$ cat src/rtl/estagio_busca_if.sv
// estagio_busca_if: redirect, instruction memory and decode-side bus of the fetch stage
interface estagio_busca_if #(
   parameter int LARGURA_END  = 32,
   parameter int LARGURA_INST = 32,
   parameter int PROFUNDIDADE = 4
);
   logic                            desvio;
   logic [LARGURA_END-1:0]          alvo_desvio;
   logic [LARGURA_END-1:0]          mem_end;
   logic [LARGURA_INST-1:0]         mem_inst;
   logic                            parada;
   logic                            saida_valida;
   logic [LARGURA_END-1:0]          saida_pc;
   logic [LARGURA_INST-1:0]         saida_inst;
   logic                            fila_cheia;
   logic [$clog2(PROFUNDIDADE):0]   ocupacao;
   logic [31:0]                     bolhas;
   modport master (
      input  desvio, alvo_desvio, mem_inst, parada,
      output mem_end, saida_valida, saida_pc, saida_inst, fila_cheia, ocupacao, bolhas
   );
   modport slave (
      output desvio, alvo_desvio, mem_inst, parada,
      input  mem_end, saida_valida, saida_pc, saida_inst, fila_cheia, ocupacao, bolhas
   );
endinterface

$ cat src/rtl/estagio_busca.sv
// estagio_busca: MIPS32 fetch stage with PC, fetch queue, stall and redirect flush.
// Define ESTAGIO_BUSCA_BOLHAS_EN to build the saturating bubble counter on bolhas.
module estagio_busca #(
   parameter int                     LARGURA_END  = 32,
   parameter int                     LARGURA_INST = 32,
   parameter int                     PROFUNDIDADE = 4,
   parameter logic [LARGURA_END-1:0] PC_RESET     = '0
) (
   input logic              clock,
   input logic              reset,
   estagio_busca_if.master  bus
);
   localparam int PW = $clog2(PROFUNDIDADE);
   logic [LARGURA_END-1:0]  pc;
   logic [PW:0]             wr, rd, ocup;
   logic [LARGURA_END-1:0]  fila_pc   [PROFUNDIDADE];
   logic [LARGURA_INST-1:0] fila_inst [PROFUNDIDADE];
   logic                    valida, cheia, push, pop;
   // extra wrap bit on the pointers separates full from empty
   assign ocup   = wr - rd;
   assign valida = wr != rd;
   assign cheia  = ocup == (PW+1)'(PROFUNDIDADE);
   assign pop    = valida & ~bus.parada;
   assign push   = ~bus.desvio & (~cheia | pop);
   always_ff @(posedge clock or posedge reset)
      if (reset) begin
         pc <= PC_RESET;
         wr <= '0;
         rd <= '0;
         for (int i = 0; i < PROFUNDIDADE; i++) begin
            fila_pc[i]   <= '0;
            fila_inst[i] <= '0;
         end
      end else if (bus.desvio) begin
         pc <= bus.alvo_desvio & ~LARGURA_END'(3);
         wr <= '0;
         rd <= '0;
      end else begin
         if (push) begin
            fila_pc[wr[PW-1:0]]   <= pc;
            fila_inst[wr[PW-1:0]] <= bus.mem_inst;
            wr <= wr + 1'b1;
            pc <= pc + LARGURA_END'(4);
         end
         if (pop) rd <= rd + 1'b1;
      end
   assign bus.mem_end      = pc;
   assign bus.saida_valida = valida;
   assign bus.saida_pc     = fila_pc[rd[PW-1:0]];
   assign bus.saida_inst   = fila_inst[rd[PW-1:0]];
   assign bus.fila_cheia   = cheia;
   assign bus.ocupacao     = ocup;
`ifdef ESTAGIO_BUSCA_BOLHAS_EN
   logic [31:0] cont;
   always_ff @(posedge clock or posedge reset)
      if (reset) cont <= '0;
      else if (!valida && cont != '1) cont <= cont + 32'd1;
   assign bus.bolhas = cont;
`else
   assign bus.bolhas = '0;
`endif
endmodule

$ cat src/flat_wrapper.sv
// flat-port wrapper written by rule: the top's interface ports become plain ports
module estagio_busca_flat 
#(
   parameter int                     LARGURA_END  = 32,
   parameter int                     LARGURA_INST = 32,
   parameter int                     PROFUNDIDADE = 4,
   parameter logic [LARGURA_END-1:0] PC_RESET     = '0
)
  (clock, reset, bus_desvio, bus_alvo_desvio, bus_mem_inst, bus_parada, bus_mem_end, bus_saida_valida, bus_saida_pc, bus_saida_inst, bus_fila_cheia, bus_ocupacao, bus_bolhas);
  estagio_busca_if #(.LARGURA_END(LARGURA_END), .LARGURA_INST(LARGURA_INST), .PROFUNDIDADE(PROFUNDIDADE)) bus_i ();
  input logic clock;
  input logic reset;
  input wire logic [$bits(bus_i.desvio)-1:0] bus_desvio;
  input wire logic [$bits(bus_i.alvo_desvio)-1:0] bus_alvo_desvio;
  input wire logic [$bits(bus_i.mem_inst)-1:0] bus_mem_inst;
  input wire logic [$bits(bus_i.parada)-1:0] bus_parada;
  output wire logic [$bits(bus_i.mem_end)-1:0] bus_mem_end;
  output wire logic [$bits(bus_i.saida_valida)-1:0] bus_saida_valida;
  output wire logic [$bits(bus_i.saida_pc)-1:0] bus_saida_pc;
  output wire logic [$bits(bus_i.saida_inst)-1:0] bus_saida_inst;
  output wire logic [$bits(bus_i.fila_cheia)-1:0] bus_fila_cheia;
  output wire logic [$bits(bus_i.ocupacao)-1:0] bus_ocupacao;
  output wire logic [$bits(bus_i.bolhas)-1:0] bus_bolhas;
  assign bus_i.desvio = bus_desvio;
  assign bus_i.alvo_desvio = bus_alvo_desvio;
  assign bus_i.mem_inst = bus_mem_inst;
  assign bus_i.parada = bus_parada;
  assign bus_mem_end = bus_i.mem_end;
  assign bus_saida_valida = bus_i.saida_valida;
  assign bus_saida_pc = bus_i.saida_pc;
  assign bus_saida_inst = bus_i.saida_inst;
  assign bus_fila_cheia = bus_i.fila_cheia;
  assign bus_ocupacao = bus_i.ocupacao;
  assign bus_bolhas = bus_i.bolhas;
  estagio_busca #(.LARGURA_END(LARGURA_END), .LARGURA_INST(LARGURA_INST), .PROFUNDIDADE(PROFUNDIDADE), .PC_RESET(PC_RESET)) u_core (.clock(clock), .reset(reset), .bus(bus_i));
endmodule
$ cat config.mk
export PLATFORM = sky130hd
export DESIGN_NAME = estagio_busca_flat
export DESIGN_NICKNAME = d
export VERILOG_FILES = /design/src/rtl/estagio_busca_if.sv /design/src/rtl/estagio_busca.sv /design/src/flat_wrapper.sv
export SDC_FILE = /design/constraint.sdc
export NUM_CORES = 1
export LEC_CHECK = 0
export CAP_MARGIN = 10
export CORE_ASPECT_RATIO = 1.75
export CORE_MARGIN = 2
export CORE_UTILIZATION = 35
export CTS_CLUSTER_DIAMETER = 200
export DETAILED_ROUTE_END_ITERATION = 8
export SYNTH_ARGS = -nofsm -noshare
export SYNTH_HDL_FRONTEND = slang
export SYNTH_SLANG_ARGS = --single-unit
$ cat constraint.sdc
create_clock -name clock -period 12.8 [get_ports clock]
set_clock_uncertainty 0.2 [all_clocks]
set_input_delay 1.92 -clock clock [delete_from_list [all_inputs] [get_ports clock]]
set_output_delay 1.92 -clock clock [all_outputs]
set_load 0.1 [all_outputs]
-- Word level (Yosys, flattened, before mapping)
Index checks and enable logic that the tools add are counted.
- register bits after elaboration: 294
- input bits: 68
- output and inout port bits: 133
- word-level logic and storage cells: 48
- equal/unequal tests: 2
- $add $sub $neg: 4
- multiplexer cells: 16
- reduce and logical (&&, ||, !) cells: 4
- order comparisons: 3
- bitwise gates (word level): 8
- operator list (operator ; count):
    $bwmux 128 ; 2
    $mux 32 ; 7
    $bmux 32 s2 ; 2
    $demux 32 s2 ; 1
    $add 32x3->32 const B ; 1
    $mux 3 ; 4
    $add 3x1->3 const B ; 2
    $ge 3x3->1 const B ; 2
    $not 2->3 ; 2
    $reduce_bool 2->1 ; 2
    $eq 3x3->1 const B ; 1
    $lt 3x1->1 const B ; 1
    $ne 3x3->1 ; 1
    $not 1->1 ; 3
    $sub 3x3->3 ; 1
    $and 1x1->1 ; 2
    $reduce_and 2->1 ; 1
    $logic_and 1x1->1 ; 1
    $or 1x1->1 ; 1

-- Longest topological paths before layout
Gate-level depths: netlist of the first run.
- word-level depth: 7
- depth in mapped cells: 12
- gate-level depth less buffers: 10

-- Least setup slack after synthesis of the first run
OpenSTA, ideal clock, no wires.
- kind: register -> output
- start point: register u_core.rd[1]
- end point: output bus_fila_cheia
- cell stages (with the launch flop): 10
- required time: 10.680 ns
- setup slack: 6.878 ns
- data arrival time: 3.802 ns
- buffers on the path: 4
- cells stage by stage: dfrtp_1 -> clkbuf_1 -> clkbuf_1 -> clkbuf_1 -> inv_1 -> fa_1 -> xnor3_1 -> nand3b_4 -> inv_4 -> buf_6
- cells in the longest elaborated chain, start to end: 2
- ends and longest elaborated chain (element ; RTL line ; source):
    from (decl) ; estagio_busca.sv:15 ; logic [PW:0] wr, rd, ocup;
    from (signal assigned) ; estagio_busca.sv:45 ; if (pop) rd <= rd + 1'b1;
    $sub 3x3->3 ; estagio_busca.sv:20 ; assign ocup = wr - rd;
    via bus_ocupacao[2] ; flat_wrapper.sv:22 ; output wire logic [$bits(bus_i.ocupacao)-1:0] bus_ocupacao;
    $eq 3x3->1 ; estagio_busca.sv:22 ; assign cheia = ocup == (PW+1)'(PROFUNDIDADE);
    to (decl) ; flat_wrapper.sv:21 ; output wire logic [$bits(bus_i.fila_cheia)-1:0] bus_fila_cheia;
The timed path passes the listed nets, and every way through them passes these cells.

-- Worst setup path after layout of the first run
- start point: register u_core.rd[0]
- end point: output bus_fila_cheia
- cells in the longest elaborated chain, start to end: 2
- ends and longest elaborated chain (element ; RTL line):
    $sub 3x3->3 ; estagio_busca.sv:20
    $eq 3x3->1 ; estagio_busca.sv:22
Every way passes these cells.

==> metrics.log, run 1 <==
[metrics] worst-case hold slack: roughly 0.30 ns
[metrics] number of maximum-capacitance violations: 0
[metrics] fin. max-slew vios: 0
[metrics] final setup slack of the worst path: 6.526 ns
[metrics] number of buffers added by the clock tree synthesis step: 28
[metrics] HP Start: u_core.fila_inst[47]
[metrics] Vert. Die Dim: 263.1 um
[metrics] headroom to the max-slew limit: 26.33%
[metrics] initial antenna violation count: 0
[metrics] starting density of the core: ~36%
[metrics] clock transition time at the flip-flop clock pins of the worst setup and hold paths: 0.07 ns
[metrics] shortest clock period the worst path allows after layout: 6.274 ns
[metrics] number of enable-type register cells in the synthesized netlist: 0
[metrics] HPWL after detailed placement: 19790 um
[metrics] antenna diode count: 0
[metrics] maximum count of clock buffers along a single path: 3
[metrics] total global routing overflow: 0
[metrics] pin count of the biggest net entering global routing: 176
[metrics] count of warnings emitted by yosys: 0
[metrics] Post-route DRC: 0
[metrics] Critical Path Fanout Max: 29
[metrics] post-synthesis area per instance: 14.85 um^2
[metrics] clock root buffer: sky130_fd_sc_hd__clkbuf_16
[metrics] layout cell share with drive strength beyond 1: 36.69%
[metrics] most used flip-flop cell after synthesis: sky130_fd_sc_hd__dfrtp_1
[metrics] DRC violation total after the first TritonRoute iteration: 300
[metrics] later-pin clock latency in the skew report: roughly 0.56 ns
[metrics] async set-or-reset flop fraction in the synthesized netlist: 100.0%
[metrics] Place WS: between 7 and 8 ns
[metrics] Post CTS Setup Buffer Count: 0
[metrics] DR vias/cell: 5.126
[metrics] setup repair after global routing missed its margin: no
[metrics] top cell type by total area after synthesis: sky130_fd_sc_hd__dfrtp_1
[metrics] I/O Pins: about 200
[metrics] post_cts resized: 0
[metrics] mapped cell area: approximately 13000 um^2
[metrics] commonest cells in the netlist: sky130_fd_sc_hd__dfrtp_1, sky130_fd_sc_hd__mux2_2, sky130_fd_sc_hd__mux4_2
[metrics] Nets: about 1100
[metrics] number of library cell types mapped by synthesis: 57
[metrics] post-route clock period utilization: slightly below 50%
[metrics] vias: 7909
[metrics] number of nets with antenna violations after detailed routing: 0
[metrics] leading cell types by total area after synthesis: sky130_fd_sc_hd__dfrtp_1, sky130_fd_sc_hd__mux2_2, sky130_fd_sc_hd__mux4_2
[metrics] number of setup violations in the final report: 0
[metrics] Filler Cells Inserted: 3411
[metrics] DIE AREA: ~40000 um^2
[metrics] worst r2r path cells: 10
[metrics] first-pass detailed-route iteration total: 5
[metrics] worst reg2reg setup slack: roughly 8.4 ns
[metrics] launching element of the worst setup path: u_core.rd[0]
[metrics] number of synthesized register bits: 284
[metrics] worst slew pin tran: between 1 and 1.5 ns
[metrics] Die W: ~150 um
[metrics] WL per Instance: 20.66 um
[metrics] final number of hold-violating endpoints: 0
[metrics] final setup TNS: 0 ns
[metrics] Worst R2R End: u_core.fila_inst[44]
[metrics] standard-cell row count: 94
[metrics] count of input and output buffers: between 150 and 200
[metrics] critical path type: flip-flop to output port
[metrics] path category of the worst min-delay check: flip-flop to flip-flop
[metrics] utilization after layout: 42.85%
[metrics] beginning of the worst register-to-register path: u_core.rd[0]
[metrics] worst min-delay path endpoint: u_core.fila_inst[47]
[metrics] max frequency: between 150 and 200 MHz
[metrics] share of the synthesized area in the top cell type: 52.95%
[metrics] quantity of hold-fixing buffers added after cts: 0
[metrics] final wirelength: 31880 um
[metrics] number of sinks handled by clock tree synthesis: 284
[metrics] sequential area share after synthesis: between 50 and 60%
[metrics] CP endpoint kind: output port
[metrics] Total GRT Usage: ~16%
[metrics] most instantiated library cell after synthesis: sky130_fd_sc_hd__dfrtp_1
[metrics] first-pass GRT wire length: 50870 um
[metrics] htree depth: 1
[metrics] TritonCTS clock tree: built
[metrics] endpoint arrival time on the critical path: 4.15 ns
[metrics] Critical Path Start Type: flip-flop
[metrics] result of the run: finished, final reports clean
[metrics] depth of the worst hold-timing path: 1
[metrics] final estimated routing congestion in global placement: 0.7539
[metrics] vias in the first global route: 8568
[metrics] Crit path required time: ~11 ns
[metrics] cells after synthesis: roughly 900
[metrics] area inside the core boundary: 37750 um^2
[metrics] Area growth, synth to finish: 20.54%
-- metal layers --
| metal | track usage (%) | part of all wire, % | up-vias |
|---|---|---|---|
| met3 | 2.337 | 3.8 | 39 |
| met4 | 4.446 | 1.9 | 0 |
| met2 | 29.60 | 54 | 170 |
| met5 | 0 | 0 | - |
| li1 | - | - | 3524 |
| met1 | 19.11 | 40 | 4176 |
-- sequential cells by signal, summed over array words and instances, names as in the netlist --
register / cells
u_core.bus.mem_end: 30
u_core.fila_inst: 128
u_core.wr: 3
u_core.fila_pc: 120
u_core.rd: 3
-- cells by family (layout without fill, tap and decap cells) --
kind of cell | after synthesis | after routing | synth area share (%)
muxes | 313 | 313 | 31.45
AOI/OAI and AO/OA | 59 | 59 | 3.356
and+or+nand+nor | 103 | 103 | 4.027
other | 1 | 36 | 0.02794
adders and majority gates | 9 | 9 | 0.8949
xor gates and xnor gates | 23 | 23 | 1.603
buffers and inverters | 112 | 236 | 5.695
DFF | 284 | 284 | 52.95
-- cell type report --
cell class                      instances  area, um^2  share of cell area [%]
Sequential cell                       284        7114                   43.97
Multi-Input combinational cell        543        5703                   35.25
Timing Repair Buffer                  171        1697                   10.49
Clock buffer                           39       833.3                   5.150
Tap cell                              480       600.6                   3.712
Clock inverter                         13       172.7                   1.067
Inverter                               13       58.81                  0.3635
-- critical path, cell delays in order (launching register included) --
cell,delay [ns]
sky130_fd_sc_hd__dfrtp_4,0.83
sky130_fd_sc_hd__ha_1,0.26
sky130_fd_sc_hd__inv_1,0.05
sky130_fd_sc_hd__fa_1,0.35
sky130_fd_sc_hd__xnor3_1,0.45
sky130_fd_sc_hd__nand3b_4,0.17
sky130_fd_sc_hd__inv_4,0.24
sky130_fd_sc_hd__clkdlybuf4s50_1,1.22
-- metrics by stage --
stage | cells | instance area (um^2)
floorplan | 939 | 13550
global placement | 1491 | 15170
detailed placement | 1491 | 15170
CTS | 1543 | 16180
global route | 1543 | 16180
finish | 1543 | 16180
-- worst max-delay path by stage --
stage                                         to  slack [ns]  depth (start not counted)
final                             bus_fila_cheia        6.53                          7
after global routing              bus_fila_cheia        6.30                          7
after CTS                         bus_fila_cheia        6.41                          7
after detailed placement          bus_fila_cheia        7.04                          7
after global placement            bus_fila_cheia        7.08                          7
after floorplan           u_core.bus.mem_end[10]        2.84                          1
-- placed cells by master (no fill, tap or decap), types with 5 or more instances in the layout --
cell                              count
sky130_fd_sc_hd__clkinv_2             6
sky130_fd_sc_hd__nand3_1             18
sky130_fd_sc_hd__mux2_2             250
sky130_fd_sc_hd__clkbuf_8             7
sky130_fd_sc_hd__xnor2_1             17
sky130_fd_sc_hd__xor2_1               5
sky130_fd_sc_hd__clkbuf_16           29
sky130_fd_sc_hd__clkdlybuf4s50_1    161
sky130_fd_sc_hd__dfrtp_1            282
sky130_fd_sc_hd__nor2_1              15
sky130_fd_sc_hd__buf_4                8
sky130_fd_sc_hd__ha_1                 8
sky130_fd_sc_hd__inv_1               10
sky130_fd_sc_hd__mux4_2              62
sky130_fd_sc_hd__nand4_1              5
sky130_fd_sc_hd__nand2_1             36
sky130_fd_sc_hd__a31oi_1              6
sky130_fd_sc_hd__or4_1                6
sky130_fd_sc_hd__conb_1              36
sky130_fd_sc_hd__o21ai_0             17
Power of run 1 is not shown: default switching activity piles up to over one toggle a cycle in this logic, so the estimate is an artifact.
==> inputs of run 2 (changes only) <==
==> constraint.sdc (replaced) <==
create_clock -name clock -period 6.5 [get_ports clock]
set_clock_uncertainty 0.2 [all_clocks]
set_input_delay 0.975 -clock clock [delete_from_list [all_inputs] [get_ports clock]]
set_output_delay 0.975 -clock clock [all_outputs]
set_load 0.1 [all_outputs]
==> run 2 against run 1 <==
Effect of this change:
- worst setup slack worse by 5.4 ns
- largest cell class unchanged
- cell count is 0.13% higher
- critical path depth stayed put
- global-route usage hardly changed
- clock-buffer cell count is 6 higher
- non-clock buffer count is 1 higher
- core utilization is 0.10 points lower
- flip-flop and latch count stayed put
- via count is 0.48% lower
- register-to-register slack worse by 6.3 ns
==> metrics.log, run 2 (synthesis results as in run 1) <==
[metrics] cell chain of the critical path: ha_1, inv_1, fa_1, xnor3_1, nand3b_4, inv_4, clkdlybuf4s50_1
[metrics] Vert. Die Dim: 263.1 um (unchanged)
[metrics] area inside the core boundary: 37750 um^2 (unchanged)
[metrics] Buf+Inv Stages, Crit Path: 3 (unchanged)
[metrics] Filler Cells Inserted: 3450 (+1.1%)
[metrics] Critical Path Fanout Max: 32 (+10%)
[metrics] final wirelength: 31930 um (+0.15%)
[metrics] critical path type: flip-flop to output port
[metrics] worst r2r path cells: 10 (unchanged)
[metrics] DR vias/cell: 5.094 (-0.61%)
[metrics] maximum count of clock buffers along a single path: 3 (unchanged)
[metrics] first-pass detailed-route iteration total: 4 (-1)
[metrics] Die W: 152.0 um (unchanged)
[metrics] htree depth: 1 (unchanged)
[metrics] first-pass GRT wire length: 50900 um (about the same)
[metrics] register bank with the most flops: u_core.fila_inst
[metrics] DIE AREA: 40000 um^2 (unchanged)
[metrics] area of combinational cells with multiple inputs: 5703 um^2 (unchanged)
[metrics] Critical Path Start Type: flip-flop
[metrics] post-route clock period utilization: 82.85%
[metrics] clock transition time at the flip-flop clock pins of the worst setup and hold paths: 0.06 ns (about the same)
[metrics] slowest cell on the critical path: sky130_fd_sc_hd__clkdlybuf4s50_1
[metrics] pin count of the biggest net entering global routing: 116 (-34%)
[metrics] number of sinks handled by clock tree synthesis: 284 (unchanged)
[metrics] most frequent standard cell in the layout excluding fill and tap cells: sky130_fd_sc_hd__dfrtp_1
[metrics] beginning of the worst register-to-register path: u_core.rd[0]
[metrics] WL per Instance: 20.66 um (about the same)
[metrics] number of buffers added by the clock tree synthesis step: 29 (+3.6%)
[metrics] Top Family by Delay on Critical Path: buffers and inverters
[metrics] result of the run: finished, final reports clean
[metrics] starting density of the core: 35.55% (unchanged)
[metrics] standard-cell row count: 94 (unchanged)
[metrics] antenna diode count: 0 (unchanged)
[metrics] path category of the worst min-delay check: flip-flop to flip-flop
[metrics] headroom to the max-slew limit: 27.78% (+1.4 points)
[metrics] DRC violation total after the first TritonRoute iteration: 301 (+0.33%)
[metrics] CP endpoint kind: output port
[metrics] HPWL after detailed placement: 20540 um (+3.8%)
[metrics] endpoint arrival time on the critical path: 4.21 ns (+0.06 ns)
[metrics] quantity of hold-fixing buffers added after cts: 0 (unchanged)
[metrics] Seq. cell area: 7114 um^2 (unchanged)
[metrics] total global routing overflow: 0 (unchanged)
[metrics] Worst R2R End: u_core.fila_inst[108]
[metrics] fin. max-slew vios: 0 (unchanged)
[metrics] setup repair after global routing missed its margin: no
[metrics] I/O Pins: 201 (unchanged)
[metrics] initial antenna violation count: 0 (unchanged)
[metrics] final setup slack of the worst path: 1.115 ns (-5.411 ns)
[metrics] post_cts resized: 0 (unchanged)
[metrics] Crit path depth: 7 (unchanged)
[metrics] worst-case hold slack: 0.2956 ns (-0.002648 ns)
[metrics] launching element of the worst setup path: u_core.rd[0]
[metrics] Post-route DRC: 0 (unchanged)
[metrics] Nets: 1120 (+0.18%)
[metrics] number of setup violations in the final report: 0 (unchanged)
[metrics] Place WS: 1.638 ns (-5.400 ns)
[metrics] Total GRT Usage: 15.97% (+0.017 points)
[metrics] TritonCTS clock tree: built
[metrics] vias: 7871 (-0.48%)
[metrics] number of maximum-capacitance violations: 0 (unchanged)
[metrics] HP Start: u_core.fila_inst[49]
[metrics] worst reg2reg setup slack: 2.10 ns (-6.34 ns)
[metrics] later-pin clock latency in the skew report: 0.57 ns (about the same)
[metrics] Post CTS Setup Buffer Count: 0 (unchanged)
[metrics] endpoint of the worst setup timing path: bus_fila_cheia
[metrics] max FFs per register: 128 (unchanged)
[metrics] layout cell share with drive strength beyond 1: 36.43% (-0.26 points)
[metrics] final number of hold-violating endpoints: 0 (unchanged)
[metrics] clock root buffer: sky130_fd_sc_hd__clkbuf_16
[metrics] worst slew pin tran: 1.080 ns (-0.02159 ns)
[metrics] Crit path required time: 5.32 ns (-5.36 ns)
[metrics] Area growth, synth to finish: 20.25%
[metrics] max frequency: 185.7 MHz
[metrics] Max stage delay on crit path: 1.22 ns (about the same)
[metrics] most frequent cells in the layout: sky130_fd_sc_hd__dfrtp_1, sky130_fd_sc_hd__mux2_2, sky130_fd_sc_hd__clkdlybuf4s50_1
[metrics] final estimated routing congestion in global placement: 0.7705 (+2.2%)
[metrics] final setup TNS: 0 ns (unchanged)
[metrics] count of input and output buffers: 162 (unchanged)
[metrics] number of nets with antenna violations after detailed routing: 0 (unchanged)
[metrics] vias in the first global route: 8535 (-0.39%)
[metrics] shortest clock period the worst path allows after layout: around 5.4 ns
-- run 2: cell count changes in the layout (fill, tap and decap cells not counted), sizes merged --
cell | before | now
inv | 12 | 13
clkinv | 7 | 5
clkbuf | 39 | 45
bufinv | 4 | 1
buf | 10 | 11
clkinvlp | 3 | 2
-- run 2: worst min-delay path by stage --
stage                                 to  depth (start not counted)  slack (ns)
floorplan           u_core.fila_inst[32]                          1        0.27
global placement    u_core.fila_inst[38]                          1        0.28
detailed placement  u_core.fila_inst[49]                          1        0.29
CTS                 u_core.fila_inst[49]                          1        0.30
global route          u_core.fila_pc[87]                          1        0.31
finish              u_core.fila_inst[49]                          1        0.30
-- run 2: per-layer routing --
metal	vias to the layer above	GRT usage, %	part of all wire (%)
met5	-	0	0
met4	0	4.774	2.3
met3	41	2.568	4.0
met2	172	29.41	53
met1	4127	19.03	40
li1	3531	-	-
-- run 2: final cells by class --
| type | count | share of cell area, % |
|---|---|---|
| sequential | 284 | 44.08 |
| multi-input combinational | 543 | 35.33 |
| timing repair buffer | 172 | 10.64 |
| clock buffer | 45 | 5.426 |
| tap | 480 | 3.721 |
| clock inverter | 8 | 0.4651 |
| inverter | 13 | 0.3411 |
-- run 2: through the flow --
stage / util [%] / cell area [um^2] / instances
floorplan: - / 13560 / 939
CTS: 42.75 / 16140 / 1545
global route: 42.75 / 16140 / 1545
finish: 42.75 / 16140 / 1545
detailed placement: 40.23 / 15190 / 1492
global placement: 40.23 / 15190 / 1492
-- run 2: worst register-to-register path: cells and delay by family (launching register included) --
kind | cells | cell delay (ns)
xor+xnor | 1 | 0.45
compound gates | 1 | 0.15
flops | 1 | 0.89
mux | 1 | 0.43
buf+inv | 3 | 0.90
simple gates | 2 | 0.64
fa+ha+maj | 2 | 0.63
Power of run 2 is left out for the same reason.
==> inputs of run 3 (changes only) <==
==> constraint.sdc (replaced) <==
create_clock -name clock -period 5.4 [get_ports clock]
set_clock_uncertainty 0.2 [all_clocks]
set_input_delay 0.81 -clock clock [delete_from_list [all_inputs] [get_ports clock]]
set_output_delay 0.81 -clock clock [all_outputs]
set_load 0.1 [all_outputs]
==> run 3 against run 2 <==
Effect of this change:
- register-to-register slack lost 0.61 ns
- via count grew 0.85%
- non-clock buffer count grew 5
- critical path depth shrank 4
- worst hold slack gained 0.0022 ns
- cell area grew 0.54%
- wire length grew 1.2%
- global-route usage grew 0.17 points
- die area is the same
- critical endpoint is now bus_saida_pc[24]
==> metrics.log, run 3 (synthesis results as in run 1) <==
[metrics] critical path type: flip-flop to output port
[metrics] Vert. Die Dim: 263.1 um (unchanged)
[metrics] Crit path required time: 4.39 ns (-0.93 ns)
[metrics] headroom to the max-slew limit: 27.28% (-0.50 points)
[metrics] max frequency: 226.1 MHz
[metrics] fin. max-slew vios: 0 (unchanged)
[metrics] number of buffers added by the clock tree synthesis step: 29 (unchanged)
[metrics] layout cell share with drive strength beyond 1: 37.20% (+0.76 points)
[metrics] pin count of the biggest net entering global routing: 118 (+1.7%)
[metrics] Buf+Inv Stages, Crit Path: 2 (-1)
[metrics] TritonCTS clock tree: built
[metrics] number of setup violations in the final report: 0 (unchanged)
[metrics] final estimated routing congestion in global placement: 0.7447 (-3.3%)
[metrics] path category of the worst min-delay check: flip-flop to flip-flop
[metrics] max FFs per register: 128 (unchanged)
[metrics] antenna diode count: 0 (unchanged)
[metrics] first-pass GRT wire length: 51370 um (+0.92%)
[metrics] area of combinational cells with multiple inputs: 5703 um^2 (unchanged)
[metrics] HPWL after detailed placement: 20540 um (about the same)
[metrics] later-pin clock latency in the skew report: 0.57 ns (about the same)
[metrics] vias in the first global route: 8631 (+1.1%)
[metrics] htree depth: 1 (unchanged)
[metrics] setup repair after global routing missed its margin: no
[metrics] post_cts resized: 0 (unchanged)
[metrics] clock root buffer: sky130_fd_sc_hd__clkbuf_16
[metrics] final wirelength: 32300 um (+1.2%)
[metrics] number of nets with antenna violations after detailed routing: 0 (unchanged)
[metrics] shortest clock period the worst path allows after layout: 4.422 ns
[metrics] most frequent standard cell in the layout excluding fill and tap cells: sky130_fd_sc_hd__dfrtp_1
[metrics] I/O Pins: 201 (unchanged)
[metrics] post-route standard cell area excluding fillers: 16230 um^2 (+0.54%)
[metrics] cell chain of the critical path: buf_4, mux4_2, clkdlybuf4s50_1
[metrics] total global routing overflow: 0 (unchanged)
[metrics] initial antenna violation count: 0 (unchanged)
[metrics] register bank with the most flops: u_core.fila_inst
[metrics] Seq. cell area: 7114 um^2 (unchanged)
[metrics] Filler Cells Inserted: 3449 (-0.029%)
[metrics] number of maximum-capacitance violations: 0 (unchanged)
[metrics] worst slew pin tran: 1.087 ns (+0.007472 ns)
[metrics] Post-route DRC: 0 (unchanged)
[metrics] starting density of the core: 35.55% (unchanged)
[metrics] most frequent cells in the layout: sky130_fd_sc_hd__dfrtp_1, sky130_fd_sc_hd__mux2_2, sky130_fd_sc_hd__clkdlybuf4s50_1
[metrics] maximum count of clock buffers along a single path: 3 (unchanged)
[metrics] count of input and output buffers: 162 (unchanged)
[metrics] quantity of hold-fixing buffers added after cts: 0 (unchanged)
[metrics] Critical Path Start Type: flip-flop
[metrics] DR vias/cell: 5.121 (+0.53%)
[metrics] Top Family by Delay on Critical Path: buffers and inverters
[metrics] DRC violation total after the first TritonRoute iteration: 293 (-2.7%)
[metrics] DIE AREA: 40000 um^2 (unchanged)
[metrics] endpoint arrival time on the critical path: 3.41 ns (-0.80 ns)
[metrics] worst-case hold slack: 0.2978 ns (+0.002154 ns)
[metrics] Area growth, synth to finish: 20.90%
[metrics] post-route clock period utilization: between 80% and 90%
[metrics] standard-cell row count: 94 (unchanged)
[metrics] CP endpoint kind: output port
[metrics] final setup TNS: 0 ns (unchanged)
[metrics] slowest cell on the critical path: sky130_fd_sc_hd__clkdlybuf4s50_1
[metrics] Total GRT Usage: 16.14% (+0.17 points)
[metrics] Critical Path Fanout Max: 26 (-19%)
[metrics] area post-placement: 15260 um^2 (+0.49%)
[metrics] Nets: 1125 (+0.45%)
[metrics] clock transition time at the flip-flop clock pins of the worst setup and hold paths: 0.06 ns (about the same)
[metrics] first-pass detailed-route iteration total: 4 (unchanged)
[metrics] Die W: 152.0 um (unchanged)
[metrics] final number of hold-violating endpoints: 0 (unchanged)
[metrics] number of sinks handled by clock tree synthesis: 284 (unchanged)
[metrics] vias: 7938 (+0.85%)
[metrics] Post CTS Setup Buffer Count: 0 (unchanged)
[metrics] area inside the core boundary: 37750 um^2 (unchanged)
[metrics] WL per Instance: 20.84 um (+0.84%)
[metrics] result of the run: finished, final reports clean
[metrics] Max stage delay on crit path: 1.01 ns (-0.21 ns)
-- run 3: cell types whose count changed in the layout (fill, tap and decap cells not counted), sizes merged --
cell | before | now
buf | 11 | 21
clkdlybuf4s50 | 161 | 156
inv | 13 | 12
clkbuf | 45 | 46
-- run 3: worst paths after layout --
kind / cells after the start / endpoint / start / slack, ns
setup / recovery: 3 / bus_saida_pc[24] / u_core.rd[1] / 0.98
hold / removal: 1 / u_core.fila_inst[50] / u_core.fila_inst[50] / 0.30
setup reg to reg: 9 / u_core.fila_pc[74] / u_core.rd[1] / 1.49
hold reg to reg: 1 / u_core.fila_inst[50] / u_core.fila_inst[50] / 0.30
max in group asynchronous: 3 / u_core.bus.mem_end[20] / reset / 3.17
min in group asynchronous: 2 / u_core.fila_inst[62] / reset / 0.59
-- run 3: per-layer routing --
layer / GRT usage (%) / part of all wire, %
met2: 30.07 / 55
met1: 19.28 / 40
met4: 4.698 / 2.2
met3: 2.156 / 3.8
met5: 0 / 0
-- run 3: area by class of cell --
cell class | instances | area share, %
repair buffers | 177 | 11.04
multi-input cells | 543 | 35.14
well taps | 480 | 3.701
flip-flops and latches | 284 | 43.84
clock buffers | 46 | 5.482
inverters | 13 | 0.3392
clock inverters | 7 | 0.4549
-- run 3: per-stage QoR --
step | util (%) | setup slack (ns) | instances
6_report | 42.98 | 0.9781 | 1550
5_1_grt | 42.98 | 0.8299 | 1550
4_1_cts | 42.98 | 0.8844 | 1550
3_5_place_dp | 40.43 | 1.414 | 1497
3_3_place_gp | 40.43 | 1.481 | 1497
2_1_floorplan | - | 0.5876 | 939
Power of run 3 is left out for the same reason.
==> variant 1 (config.mk and constraints of run 3) <==
`LARGURA_INST` is set to 32 in 3 places; all go to 64.
--- a/src/rtl/estagio_busca_if.sv
+++ b/src/rtl/estagio_busca_if.sv
@@ -1,7 +1,7 @@
 // estagio_busca_if: redirect, instruction memory and decode-side bus of the fetch stage
 interface estagio_busca_if #(
    parameter int LARGURA_END  = 32,
-   parameter int LARGURA_INST = 32,
+   parameter int LARGURA_INST = 64,
    parameter int PROFUNDIDADE = 4
 );
    logic                            desvio;
--- a/src/rtl/estagio_busca.sv
+++ b/src/rtl/estagio_busca.sv
@@ -2,7 +2,7 @@
 // Define ESTAGIO_BUSCA_BOLHAS_EN to build the saturating bubble counter on bolhas.
 module estagio_busca #(
    parameter int                     LARGURA_END  = 32,
-   parameter int                     LARGURA_INST = 32,
+   parameter int                     LARGURA_INST = 64,
    parameter int                     PROFUNDIDADE = 4,
    parameter logic [LARGURA_END-1:0] PC_RESET     = '0
 ) (
--- a/src/flat_wrapper.sv
+++ b/src/flat_wrapper.sv
@@ -2,7 +2,7 @@
 module estagio_busca_flat 
 #(
    parameter int                     LARGURA_END  = 32,
-   parameter int                     LARGURA_INST = 32,
+   parameter int                     LARGURA_INST = 64,
    parameter int                     PROFUNDIDADE = 4,
    parameter logic [LARGURA_END-1:0] PC_RESET     = '0
 )
Ports: changed (resized bus_mem_inst and bus_saida_inst); port bits go from 201 to 265. The function was not compared with the original's and may differ.
==> variant 1 against run 3 <==
  * First-iteration DRC count up 61%
  * Worst setup slack worse by 140 ps
  * Critical path type unchanged
  * Via count is 38% higher
  * Area after synthesis grew 40%
  * Sequential share of layout area is 1.5 points higher
  * Cell area grew 40%
  * Sequential cell count rose by 128
  * Register-to-register slack better by 50 ps
  * Wire length rose by 40%
  * Global-route usage up 0.35 points
  * Critical endpoint is now bus_ocupacao[2]
Power is not shown: default switching activity piles up to over one toggle a cycle in this logic, so the estimate is an artifact.
==> variant 1: results (changes against run 3) <==
| Metric | Value |
|---|---|
| Status | complete, no violations |
| Mapped Cells | 1,210 (+34%) |
| Timing endpoint of the critical path | bus_ocupacao[2] |
| Placed cell count | 2,055 (+37%) |
| Layout clock area frac | 6.297% (+0.36 points) |
| Largest net degree at the start of global routing | 145 (+23%) |
| Hold Crit Endpoint | u_core.fila_inst[14]$_DFFE_PP0P_ |
| Synth cell count leaders | dfrtp_1, mux2_1, mux2_2 |
| Global Route Usage Sum | 16.50% (+0.35 points) |
| Num CTS Buffers | 43 (+48%) |
| Global-route wire length before repair | 71.21 mm (+39%) |
| Hold Slack | 284.9 ps (-12.93 ps) |
| Final non-clock buffer share | 10.24% (-0.80 points) |
| Clock Buffer Count | 61 (+33%) |
| R2R depth | 10 (+1) |
| Detailed placement HPWL | 28.40 mm (+38%) |
| Worst Path Arrival | 3550 ps (+140 ps) |
| Setup ws final | 836.5 ps (-141.5 ps) |
| Max FFs per register | 256 (+100%) |
| Post-Place Worst Slack | 1335 ps (-78.63 ps) |
| Fraction of area in registers | 45.35% (+1.5 points) |
| Fill count | 4,861 (+41%) |
| Fin nets | 1,525 (+36%) |
| Worst R2R End | u_core.fila_pc[94]$_DFFE_PP0P_ |
| Nonclk buf count | 248 (+40%) |
| Vias in the first global route | 12,060 (+40%) |
| Post-Route WL | 45.20 mm (+40%) |
| Final std cells w/o fill | 2,126 (+37%) |
| Input/output buffers | 226 (+40%) |
| Worst Tran Pin Value | 1073 ps (-14.02 ps) |
| Critical path's largest stage delay | 1150 ps (+140 ps) |
| Hold_sp | u_core.fila_inst[14]$_DFFE_PP0P_ |
| Cell Area, Placed | 0.02132 sq mm (+40%) |
| DRT Pass-1 Iters | 5 (+1) |
| Via count | 10,930 (+38%) |
-- variant 1: cell count changes after synthesis, moves of 10 or more --
cell,run 3,this run
o21ai_0,17,32
xor2_1,5,16
dfrtp_1,284,412
nand2_1,36,26
buf_2,10,21
xnor2_1,17,7
mux2_1,0,240
clkbuf_1,19,35
mux2_2,250,137
mux4_2,62,94
-- variant 1: cells by family (layout without fill, tap and decap cells) --
| logic type | after synthesis | after routing | synth area share, % |
|---|---|---|---|
| compound gates | 67 | 67 | 2.296 |
| xor+xnor | 24 | 24 | 1.191 |
| fa+ha+maj | 9 | 9 | 0.6390 |
| flops | 412 | 412 | 54.84 |
| buf+inv | 131 | 328 | 4.599 |
| mux | 473 | 473 | 33.95 |
| other cells | 1 | 36 | 0.01995 |
| simple gates | 93 | 93 | 2.463 |
-- variant 1: routing by layer --
| metal | track usage, % | routed length, microns |
|---|---|---|
| met5 | 0 | 13 |
| met4 | 5.132 | 1108 |
| met3 | 2.627 | 2048 |
| met2 | 29.59 | 23920 |
| met1 | 20.05 | 18120 |
==> variant 2 (settings of run 3) <==
Made on the original files. The option `ESTAGIO_BUSCA_BOLHAS_EN` is turned on by a define.
--- a/src/rtl/estagio_busca.sv
+++ b/src/rtl/estagio_busca.sv
@@ -1,5 +1,7 @@
 // estagio_busca: MIPS32 fetch stage with PC, fetch queue, stall and redirect flush.
 // Define ESTAGIO_BUSCA_BOLHAS_EN to build the saturating bubble counter on bolhas.
+`define ESTAGIO_BUSCA_BOLHAS_EN
+
 module estagio_busca #(
    parameter int                     LARGURA_END  = 32,
    parameter int                     LARGURA_INST = 32,
Formal check against the unedited RTL: not equivalent (a bounded check fails within 4 cycles, from zero or initial values and one cycle with reset high).
==> variant 2 against run 3 <==
  * Worst setup slack got worse by 210 ps
  * Final cell count rose by 13%
  * Wire length rose by 8.2%
  * Non-clock buffer count rose by 29
  * Die area rose by 6.7%
  * Sequential cell count rose by 32
  * Area after synthesis rose by 6.8%
  * Cell area rose by 11%
  * Critical endpoint is now bus_saida_pc[29]
Power is left out: the tool's default activity adds up to more than one toggle a clock period on the data nets, which glitch-free logic cannot reach.
==> variant 2: results (changes against run 3) <==
| Metric | Value |
|---|---|
| Postcts setup bufs | 0 (unchanged) |
| Main area contributors after synthesis | dfrtp_1, mux2_2, mux4_2, xnor2_1, nand2_1 |
| Vias in the first global route | 9,635 (+12%) |
| Post-synthesis cell type count | 48 (-16%) |
| Fin nets | 1,257 (+12%) |
| Sequential share of the synthesized area | 55.16% (+2.2 points) |
| Largest register by flop count | u_core.fila_inst |
| Met2 usage | 30.17% (+0.10 points) |
| DRT Pass-1 Iters | 4 (unchanged) |
| Worst Path Arrival | 3620 ps (+210 ps) |
| Met1 usage | 19.55% (+0.27 points) |
| CTS Hold Bufs | 0 (unchanged) |
| Hold_sp | u_core.bus.bolhas[6]$_DFFE_PP0P_ |
| Worst R2R End | u_core.fila_inst[17]$_DFFE_PP0P_ |
| Hold Crit Endpoint | u_core.bus.bolhas[6]$_DFFE_PP0P_ |
| Synth cell count leaders | dfrtp_1, mux2_2, mux4_2 |
| GP Congestion | 0.7588 (+1.9%) |
| Hold Path Class | reg2reg |
| GR met3 Demand/Resource | 2.778% (+0.62 points) |
| Global-route wire length before repair | 55.35 mm (+7.7%) |
| Detailed placement HPWL | 23.20 mm (+13%) |
| Status | complete, no violations |
| 1st-iter DRT viols | 263 (-10%) |
| Worst-skew pair later-pin latency | 550 ps (-20 ps) |
| Layout cells sized above 1 | 32.92% (-4.3 points) |
| Hold path depth | 1 (unchanged) |
| Initial antenna violation count | 0 (unchanged) |
| Post-Place Worst Slack | 1096 ps (-318.5 ps) |
| Worst setup startpoint | u_core.rd[1]$_DFFE_PP0P_ |
| Num CTS Buffers | 30 (+3.4%) |
| Routed vias/inst | 5.166 (+0.88%) |
| R2R depth | 10 (+1) |
| Input/output buffers | 194 (+20%) |
| Crit-path max FO | 55 (+110%) |
| FF-to-FF Start | u_core.rd[0]$_DFFE_PP0P_ |
| Post-Route WL | 34.95 mm (+8.2%) |
| Slew Limit Headroom | 28.23% (+0.95 points) |
| Largest net degree at the start of global routing | 122 (+3.4%) |
| H-tree Lvls | 1 (unchanged) |
| Global Route Usage Sum | 16.58% (+0.44 points) |
variant 2: final cells by class:
class	instances	area (sq um)
clock buffer	40	869.6
timing repair buffer	206	2100
tap	550	688.2
fill	3706	22640
multi-input combinational	608	6135
inverter	17	67.56
clock inverter	13	170.2
sequential	316	7915
variant 2: cells by family after synthesis:
family                     share of synthesized area, %
AOI/OAI and AO/OA                                 2.871
other                                           0.02616
xor gates and xnor gates                          3.273
DFF                                               55.16
buffers and inverters                             2.339
and+or+nand+nor                                   5.882
adders and majority gates                        0.9251
muxes                                             29.53
variant 2: critical path: stages (launching register included):
cell and delay [ps]:
dfrtp_4 550, buf_4 790, mux4_2 610, clkdlybuf4s50_1 1020
variant 2: per-layer routing:
layer | vias up | wire length [microns] | share of wire [%]
li1 | 4049 | - | -
met3 | 51 | 1586 | 4.5
met5 | - | 0 | 0
met2 | 210 | 18650 | 53
met1 | 4731 | 13640 | 39
met4 | 0 | 1073 | 3.1
variant 2: metrics by stage:
stage,std cells,cell area [sq um],hold WS [ps]
after floorplan,1007,14350,273.9
after global placement,1697,16910,281.1
after detailed placement,1697,16910,284.6
after CTS,1750,17940,298.0
after global routing,1750,17940,309.3
final,1750,17940,292.4
variant 2: worst max path at each step:
| stage | endpoint | slack [ps] | cells past startpoint |
|---|---|---|---|
| 2_1_floorplan | u_core.bus.bolhas[0]$_DFFE_PP0P_ | 180 | 1 |
| 3_3_place_gp | u_core.fila_inst[16]$_DFFE_PP0P_ | 1130 | 10 |
| 3_5_place_dp | u_core.fila_inst[17]$_DFFE_PP0P_ | 1100 | 10 |
| 4_1_cts | bus_saida_pc[28] | 690 | 3 |
| 5_1_grt | bus_saida_pc[28] | 650 | 3 |
| 6_report | bus_saida_pc[29] | 770 | 3 |
